**src/rtl/fsm_cmd_arbiter.sv**
```systemverilog
// Round-robin session arbiter in front of the protected sequence FSM's a/b/c/d command port.
// Failed sessions are counted per requester, and a requester is locked out after LOCK_THRESH failures.
module fsm_cmd_arbiter #(
  parameter int NUM_REQ     = 4,
  parameter int LOCK_THRESH = 3,
  parameter int TIMEOUT     = 16,
  localparam int OW = (NUM_REQ > 1) ? $clog2(NUM_REQ) : 1,
  localparam int FW = $clog2(LOCK_THRESH + 1),
  localparam int CW = $clog2(TIMEOUT + 1)
) (
  input  logic                 clk,
  input  logic                 rst,
  input  logic [NUM_REQ-1:0]   req,
  input  logic [4*NUM_REQ-1:0] req_cmd,
  input  logic [NUM_REQ-1:0]   req_last,
  output logic [NUM_REQ-1:0]   gnt,
  output logic                 a,
  output logic                 b,
  output logic                 c,
  output logic                 d,
  input  logic                 finished,
  output logic                 busy,
  output logic [OW-1:0]        owner,
  output logic [NUM_REQ-1:0]   locked,
  output logic                 done_pulse,
  output logic                 fail_pulse,
  output logic [1:0]           state_dbg
);

  typedef enum logic [1:0] {ST_IDLE, ST_DRIVE, ST_WAIT} state_t;

  state_t           state;
  logic [OW-1:0]    ptr;
  logic [CW-1:0]    cnt;
  logic [FW-1:0]    fail_cnt [NUM_REQ];

  logic [NUM_REQ-1:0] eligible;
  logic               pick_valid;
  logic [OW-1:0]      pick_idx;
  logic [3:0]         cur_cmd;
  logic               cmd_legal;
  logic               sess_ok;
  logic               sess_fail;
  logic [OW-1:0]      ptr_next;

  assign eligible  = req & ~locked;
  assign cur_cmd   = req_cmd[4*int'(owner) +: 4];
  assign cmd_legal = (cur_cmd & (cur_cmd - 4'd1)) == 4'd0;
  assign ptr_next  = (owner == OW'(NUM_REQ - 1)) ? '0 : owner + OW'(1);
  assign busy      = (state != ST_IDLE);
  assign state_dbg = state;

  // First eligible requester at or after the pointer, wrapping around.
  always_comb begin
    int idx;
    idx        = 0;
    pick_valid = 1'b0;
    pick_idx   = '0;
    for (int k = 0; k < NUM_REQ; k++) begin
      idx = int'(ptr) + k;
      if (idx >= NUM_REQ) idx = idx - NUM_REQ;
      if (!pick_valid && eligible[idx]) begin
        pick_valid = 1'b1;
        pick_idx   = OW'(idx);
      end
    end
  end

  always_comb begin
    gnt = '0;
    if (state == ST_DRIVE) gnt[owner] = 1'b1;
  end

  // A WAIT cycle that sees finished succeeds even when it is also the timeout cycle.
  always_comb begin
    sess_ok   = 1'b0;
    sess_fail = 1'b0;
    case (state)
      ST_DRIVE: begin
        if (req[owner]) sess_fail = !cmd_legal;
        else            sess_fail = (cnt == CW'(TIMEOUT - 1));
      end
      ST_WAIT: begin
        sess_ok   = finished;
        sess_fail = !finished && (cnt == CW'(TIMEOUT - 1));
      end
      default: ;
    endcase
  end

  always_ff @(posedge clk) begin
    if (rst) begin
      state      <= ST_IDLE;
      owner      <= '0;
      ptr        <= '0;
      cnt        <= '0;
      {d, c, b, a} <= 4'b0000;
      done_pulse <= 1'b0;
      fail_pulse <= 1'b0;
      locked     <= '0;
      for (int i = 0; i < NUM_REQ; i++) fail_cnt[i] <= '0;
    end else begin
      {d, c, b, a} <= 4'b0000;
      done_pulse   <= 1'b0;
      fail_pulse   <= 1'b0;

      case (state)
        ST_IDLE: begin
          if (pick_valid) begin
            owner <= pick_idx;
            cnt   <= '0;
            state <= ST_DRIVE;
          end
        end
        ST_DRIVE: begin
          if (req[owner]) begin
            if (cmd_legal) begin
              {d, c, b, a} <= cur_cmd;
              cnt          <= '0;
              if (req_last[owner]) state <= ST_WAIT;
            end
          end else begin
            cnt <= cnt + CW'(1);
          end
        end
        ST_WAIT: begin
          cnt <= cnt + CW'(1);
        end
        default: state <= ST_IDLE;
      endcase

      // Session end overrides the per-state updates above.
      if (sess_ok || sess_fail) begin
        state <= ST_IDLE;
        ptr   <= ptr_next;
        cnt   <= '0;
      end
      if (sess_ok) begin
        done_pulse      <= 1'b1;
        fail_cnt[owner] <= '0;
      end
      if (sess_fail) begin
        fail_pulse <= 1'b1;
        if (fail_cnt[owner] != FW'(LOCK_THRESH))
          fail_cnt[owner] <= fail_cnt[owner] + FW'(1);
        if (fail_cnt[owner] >= FW'(LOCK_THRESH - 1))
          locked[owner] <= 1'b1;
      end
    end
  end

endmodule
```
**config.mk**
```make
export PLATFORM = sky130hd
export DESIGN_NAME = fsm_cmd_arbiter
export DESIGN_NICKNAME = d
export VERILOG_FILES = /design/src/rtl/fsm_cmd_arbiter.sv
export SDC_FILE = /design/constraint.sdc
export NUM_CORES = 1
export LEC_CHECK = 0
export CORE_MARGIN = 2
export CORE_UTILIZATION = 30
export CTS_BUF_LIST = sky130_fd_sc_hd__clkbuf_4 sky130_fd_sc_hd__clkbuf_8
export DETAILED_ROUTE_END_ITERATION = 6
export PLACE_DENSITY = 0.55
export SLEW_MARGIN = 40
export SYNTH_ARGS = -nofsm -noshare
export SYNTH_HDL_FRONTEND = slang
export SYNTH_SLANG_ARGS = --single-unit
```
**constraint.sdc**
```tcl
create_clock -name clk -period 2.3 [get_ports clk]
set_input_delay 0.46 -clock clk [delete_from_list [all_inputs] [get_ports clk]]
set_output_delay 0.46 -clock clk [all_outputs]
set_load 0.02 [all_outputs]
```
==> results of run 1 <==
-- final timing paths --
| check | startpoint | endpoint | slack (ns) | cells after the start |
|---|---|---|---|---|
| worst max-delay path | req_cmd[6] | cnt[1] | 0.03 | 6 |
| worst min-delay path | cnt[4] | cnt[4] | 0.48 | 2 |
| worst max register to register | owner[0] | fail_cnt[2][0] | 0.03 | 6 |
| worst min register to register | cnt[4] | cnt[4] | 0.48 | 2 |
-- worst max-delay path, stage by stage --
cell             delay [ns]
clkdlybuf4s50_1        0.45
mux4_2                 0.36
nor3_1                 0.11
nor4_1                 0.76
o21ai_0                0.19
a21oi_1                0.15
-- through the flow --
step / hold WS (ns) / cell area [µm²] / worst slack (ns) / setup TNS (ns)
finish: 0.481 / 2920 / 0.0251 / 0
global route: 0.521 / 2920 / -0.0461 / -0.383
CTS: 0.483 / 2800 / -0.0171 / -0.0374
detailed placement: 0.472 / 2680 / -0.348 / -8.63
global placement: 0.459 / 2680 / -0.326 / -8.47
floorplan: 0.450 / 1950 / 0.00827 / 0
-- cell usage in the layout, fill, tap and decap left out, types with 5 or more instances in the layout --
master,count
ha_1,13
nor2_1,9
nor2b_1,5
a21oi_1,14
nand2_1,10
dfxtp_1,21
and2_1,6
buf_4,29
clkbuf_8,6
edfxtp_1,8
inv_1,12
mux4_2,8
dlymetal6s2s_1,18
clkdlybuf4s50_1,25
-- routing by layer --
| metal | routed length [µm] | part of all wire, % | global-route usage [%] |
|---|---|---|---|
| met1 | 2260 | 44 | 17.9 |
| met2 | 2660 | 52 | 26.3 |
| met3 | 116 | 2.3 | 1.77 |
| met4 | 95 | 1.9 | 5.72 |
| met5 | 0 | 0 | 0 |
-- sequential cells by signal, summed over array words and instances (netlist names), named ones only --
name,cells
b,1
locked,4
fail_cnt,8
owner,2
d,1
a,1
done_pulse,1
state_dbg,2
cnt,5
ptr,2
c,1
fail_pulse,1
-- layout make-up --
type	count	area, µm²	share of cell area (%)
clock buffer	7	90.1	3.08
clock inverter	1	5.00	0.171
inverter	12	45.0	1.54
multi-input combinational	138	1240	42.3
sequential	31	706	24.1
tap	77	96.3	3.30
timing repair buffer	77	744	25.5
-- cell families after synthesis --
family / after synthesis / synth area share [%]
flip-flops: 31 / 36.3
AND/OR/NAND/NOR: 66 / 20.8
AO/OA/AOI/OAI: 48 / 19.5
adder cells (fa/ha/maj): 14 / 9.01
multiplexers: 10 / 10.4
buffers and inverters: 18 / 4.02
-- power groups by stage --
stage          Sequential (µW)  Clock [µW]  Combinational, µW
2_1_floorplan              677           0                504
3_3_place_gp               662           0                877
3_5_place_dp               662           0                882
4_1_cts                    651         477                886
5_1_grt                    659         499               1010
6_report                   650         461                923
-- what timing repair did --
action                                  CTS  global route
endpoints found under the setup margin   22            27
gates resized for setup                   8            29
pin swaps                                 0            13
setup buffers                             0             3
cloned                                    0             0
endpoints found under the hold margin     0             0
==> metrics, run 1 <==
status=complete, no violations; clock share of power=22.7%; Nets=305; final max-slew violation count=0; period utilization=98.9%; Diodes inserted=0; final cell count without fillers=343; Synth Flop Type=dfxtp_1; Synth cell types=49; fillers=606; Tightest Pin Transition=0.858 ns; Max Fclk=440 MHz; Post-Syn Nets=227; CTS tree=done; WP data required=2.52 ns; critical path startpoint category=input port; power share of the combinational group=45.4%; number of global-route vias before repair=1836; Internal Power=1290 µW; Final Util=46.6%; Slew HR=42.3%; via density per instance=5.17; WL final=5130 µm; CTS Buf Count=5; layout cells sized above 1=26.7%; Max Cap Viol=0; Layout area overhead=51.5%; Flop pwr share=31.9%; ys async rst share=0%; Worst EP arrival=2.49 ns; flops & latches, synth=31; Worst-path clk slew=0.07 ns; RSZ-0062 raised after global routing=yes; power density cells=696 nW/µm²; largest net degree at the start of global routing=12; Leakage=0.00128 µW; Total GRT Usage=14.7%; Port Buf Inserts=45; Hold Violations, Final=0; syn_area_per_cell=10.3 µm²; largest area contributor in the netlist=dfxtp_1; Detailed Route Iter0 Violations=69; register area share after synthesis=36.3%; clk root buf=clkbuf_8; number of synthesized flops with an enable pin=8; Synth warnings=0; Vias=1775; die area=7090 µm²; VDD IR max=380 µV; minimum clock period=2.27 ns; initial antenna violation count=0; hold_buf cts=0; drt first pass iters=4; Routed WL per cell=15.0 µm; Synth top area share=23.9%; Die Y-Extent=84.2 µm; RD Place Congestion=0.782; # DRC=0; Ports=46; Post-Syn Area=1930 µm²; total power=2030 µW; HP Class=reg -> reg; Clock Skews=0.00710 ns; Sink Count=31; switching power=747 µW; Worst Path Max Fanout=7; Synth area leaders=dfxtp_1 24%, edfxtp_1 12%, mux4_2 9.3%; Die X=84.2 µm; initial core utilization=30.7%; Switching Share=36.7%; first-pass GRT wire length=8350 µm; cell with the most instances after synthesis=dfxtp_1; dpl cells=332; Detail Placement HPWL=3980 µm; CP Capture Type=flip-flop; commonest cells in the netlist=23 x dfxtp_1, 14 x a21oi_1, 13 x ha_1, 12 x inv_1, 10 x nand2_1; gr ovfl total=0; Placeable Area=6280 µm²; worst skew pair latency=0.28 ns; Setup-failing EPs final=0; Routed Antenna Nets=0; Max clock buf depth=2; WS Path Type=in -> reg; CTS H-tree lvls=2; Core Rows=29; Mapped Cells=187
No activity file was read; power rests on OpenSTA's default activity.
==> inputs of run 2 (changes only) <==
--- a/config.mk
+++ b/config.mk
@@ -9,6 +9,7 @@
 export CORE_UTILIZATION = 30
 export CTS_BUF_LIST = sky130_fd_sc_hd__clkbuf_4 sky130_fd_sc_hd__clkbuf_8
 export DETAILED_ROUTE_END_ITERATION = 6
+export MAX_ROUTING_LAYER = met4
 export PLACE_DENSITY = 0.55
 export SLEW_MARGIN = 40
 export SYNTH_ARGS = -nofsm -noshare
==> run 2 against run 1 <==
Compared with the run above:
- via count grew 0.34%
- sequential share of layout area is 0.25 points lower
- combinational power increased by 2%
- first-iteration DRC count grew 10%
- cell area rose by 1.0%
- utilization up 0.48 points
- sequential power about the same
- clock power about the same
- register-to-register slack better by 0.02 ns
- non-clock buffer count is 2 higher
- cell count is 0.58% higher
- setup slack better by 0.021 ns
- critical path type is now reg -> reg
- highest routed layer unchanged
==> metrics, run 2 (synthesis results as in run 1) <==
Nets=307; Die X=84.2 µm; Diodes inserted=0; RSZ-0062 raised after global routing=yes; dpl ws=-0.348 ns; CP top delay family=multiplexers; largest net degree at the start of global routing=12; final cell count without fillers=345; Die Y-Extent=84.2 µm; CTS H-tree lvls=2; first-pass GRT wire length=8340 µm; final max-slew violation count=0; placed cell areas=2680 µm²; switching power=754 µW; Detail Placement HPWL=3980 µm; CP Cell Sequence=mux4_2 -> maj3_2 -> o211ai_4 -> buf_6 -> a2111oi_4 -> and3_1; Leakage=0.00129 µW; power share of the combinational group=45.9%; register-to-register setup slack=0.05 ns; Vias=1781; Ports=46; drt first pass iters=4; Slew HR=60.5%; Placeable Area=6280 µm²; FF-to-FF Start=owner[0]; Tightest Pin Transition=0.589 ns; Worst EP arrival=2.30 ns; VDD IR max=379 µV; highest-count cells in the layout ignoring fill and taps=31 x buf_4, 25 x clkdlybuf4s50_1, 21 x dfxtp_1; minimum clock period=2.25 ns; worst skew pair latency=0.28 ns; layout cells sized above 1=28.4%; clk root buf=clkbuf_8; RD Place Congestion=0.793; Flop pwr share=31.6%; Largest register FFs=8; Clock Skews=0.00706 ns; Routed Antenna Nets=0; dpl cells=332; WS Path Type=reg -> reg; CTS tree=done; Detailed Route Iter0 Violations=76; Layout area overhead=53.0%; fin area=2950 µm²; total power=2050 µW; WP depth=6; Routed WL per cell=14.9 µm; Max clock buf depth=2; Buf+Inv Stages, Crit Path=1; CTS Buf Count=5; Reg with most FFs=fail_cnt; number of global-route vias before repair=1840; biggest regs=fail_cnt x8, cnt x5, locked x4; Max Cap Viol=0; Max Fclk=444 MHz; Final Util=47.0%; Switching Share=36.7%; Hold Violations, Final=0; WP data required=2.34 ns; status=complete, no violations; Total GRT Usage=15.1%; critical path startpoint category=flip-flop; Sink Count=31; die area=7090 µm²; Worst-path clk slew=0.07 ns; clock share of power=22.5%; via density per instance=5.16; Setup-failing EPs final=0; hold_buf cts=0; post-route setup slack=0.0464 ns; period utilization=98.0%; critical path's slowest cell=mux4_2; # DRC=0; HP Class=reg -> reg; Internal Power=1300 µW; gr ovfl total=0; initial antenna violation count=0; power density cells=695 nW/µm²; crit path from=owner[0]; most common cell after layout, fill and taps aside=buf_4; WL final=5140 µm; R2R cell count=6; Core Rows=29; initial core utilization=30.7%; RR Endpoint=fail_cnt[2][0]; CP Capture Type=flip-flop; Worst Setup EP=fail_cnt[2][0]; Worst Path Max Fanout=9; Crit path largest cell delay=0.57 ns; Port Buf Inserts=45
run 2: cell count changes in the layout (fill, tap and decap cells not counted), sizes merged:
| cell | change |
|---|---|
| buf | +2 |
run 2: final cells by class:
cell class,count,area [µm²]
clock buffers,7,90.1
clock inverters,1,5.00
fillers,606,3320
inverters,12,45.0
multi-input cells,138,1250
flip-flops and latches,31,706
well taps,77,96.3
repair buffers,79,759
run 2: metal layers:
layer / wire (µm) / track usage, % / vias up / share of wire [%]
met5: 0 / - / - / 0
met4: 95 / 5.72 / 0 / 1.8
met3: 135 / 1.77 / 7 / 2.6
met2: 2670 / 26.4 / 44 / 52
met1: 2250 / 17.8 / 851 / 44
li1: - / - / 879 / -
run 2: worst min path at each step:
stage           start     end  cells after the start
2_1_floorplan  cnt[4]  cnt[4]                      2
4_1_cts        cnt[4]  cnt[4]                      2
3_5_place_dp   cnt[4]  cnt[4]                      2
5_1_grt        cnt[3]  cnt[3]                      2
3_3_place_gp   cnt[4]  cnt[4]                      2
6_report       cnt[4]  cnt[4]                      2
run 2: power groups by stage:
stage	Clock [µW]	Combinational (µW)	Sequential, µW
after floorplan	0	504	677
after global placement	0	877	662
after detailed placement	0	882	662
after global routing	499	1030	657
after CTS	477	886	651
final	462	942	648
run 2: timing repair:
action | CTS | global route
endpoints found under the hold margin | 0 | 0
gates resized for setup | 8 | 32
pin swaps | 0 | 13
setup buffers | 0 | 5
endpoints found under the setup margin | 22 | 27
run 2: stage by stage:
| step | TNS (ns) | hold WS (ns) |
|---|---|---|
| after floorplan | 0 | 0.450 |
| after global placement | -8.47 | 0.459 |
| after detailed placement | -8.63 | 0.472 |
| after CTS | -0.0374 | 0.483 |
| after global routing | -0.0873 | 0.521 |
| final | 0 | 0.481 |
run 2: worst register-to-register path, cell delays in order (launching register included):
cell,delay (ns)
dfxtp_4,0.43
mux4_2,0.57
maj3_2,0.38
o211ai_4,0.22
buf_6,0.14
a2111oi_4,0.08
and3_1,0.19
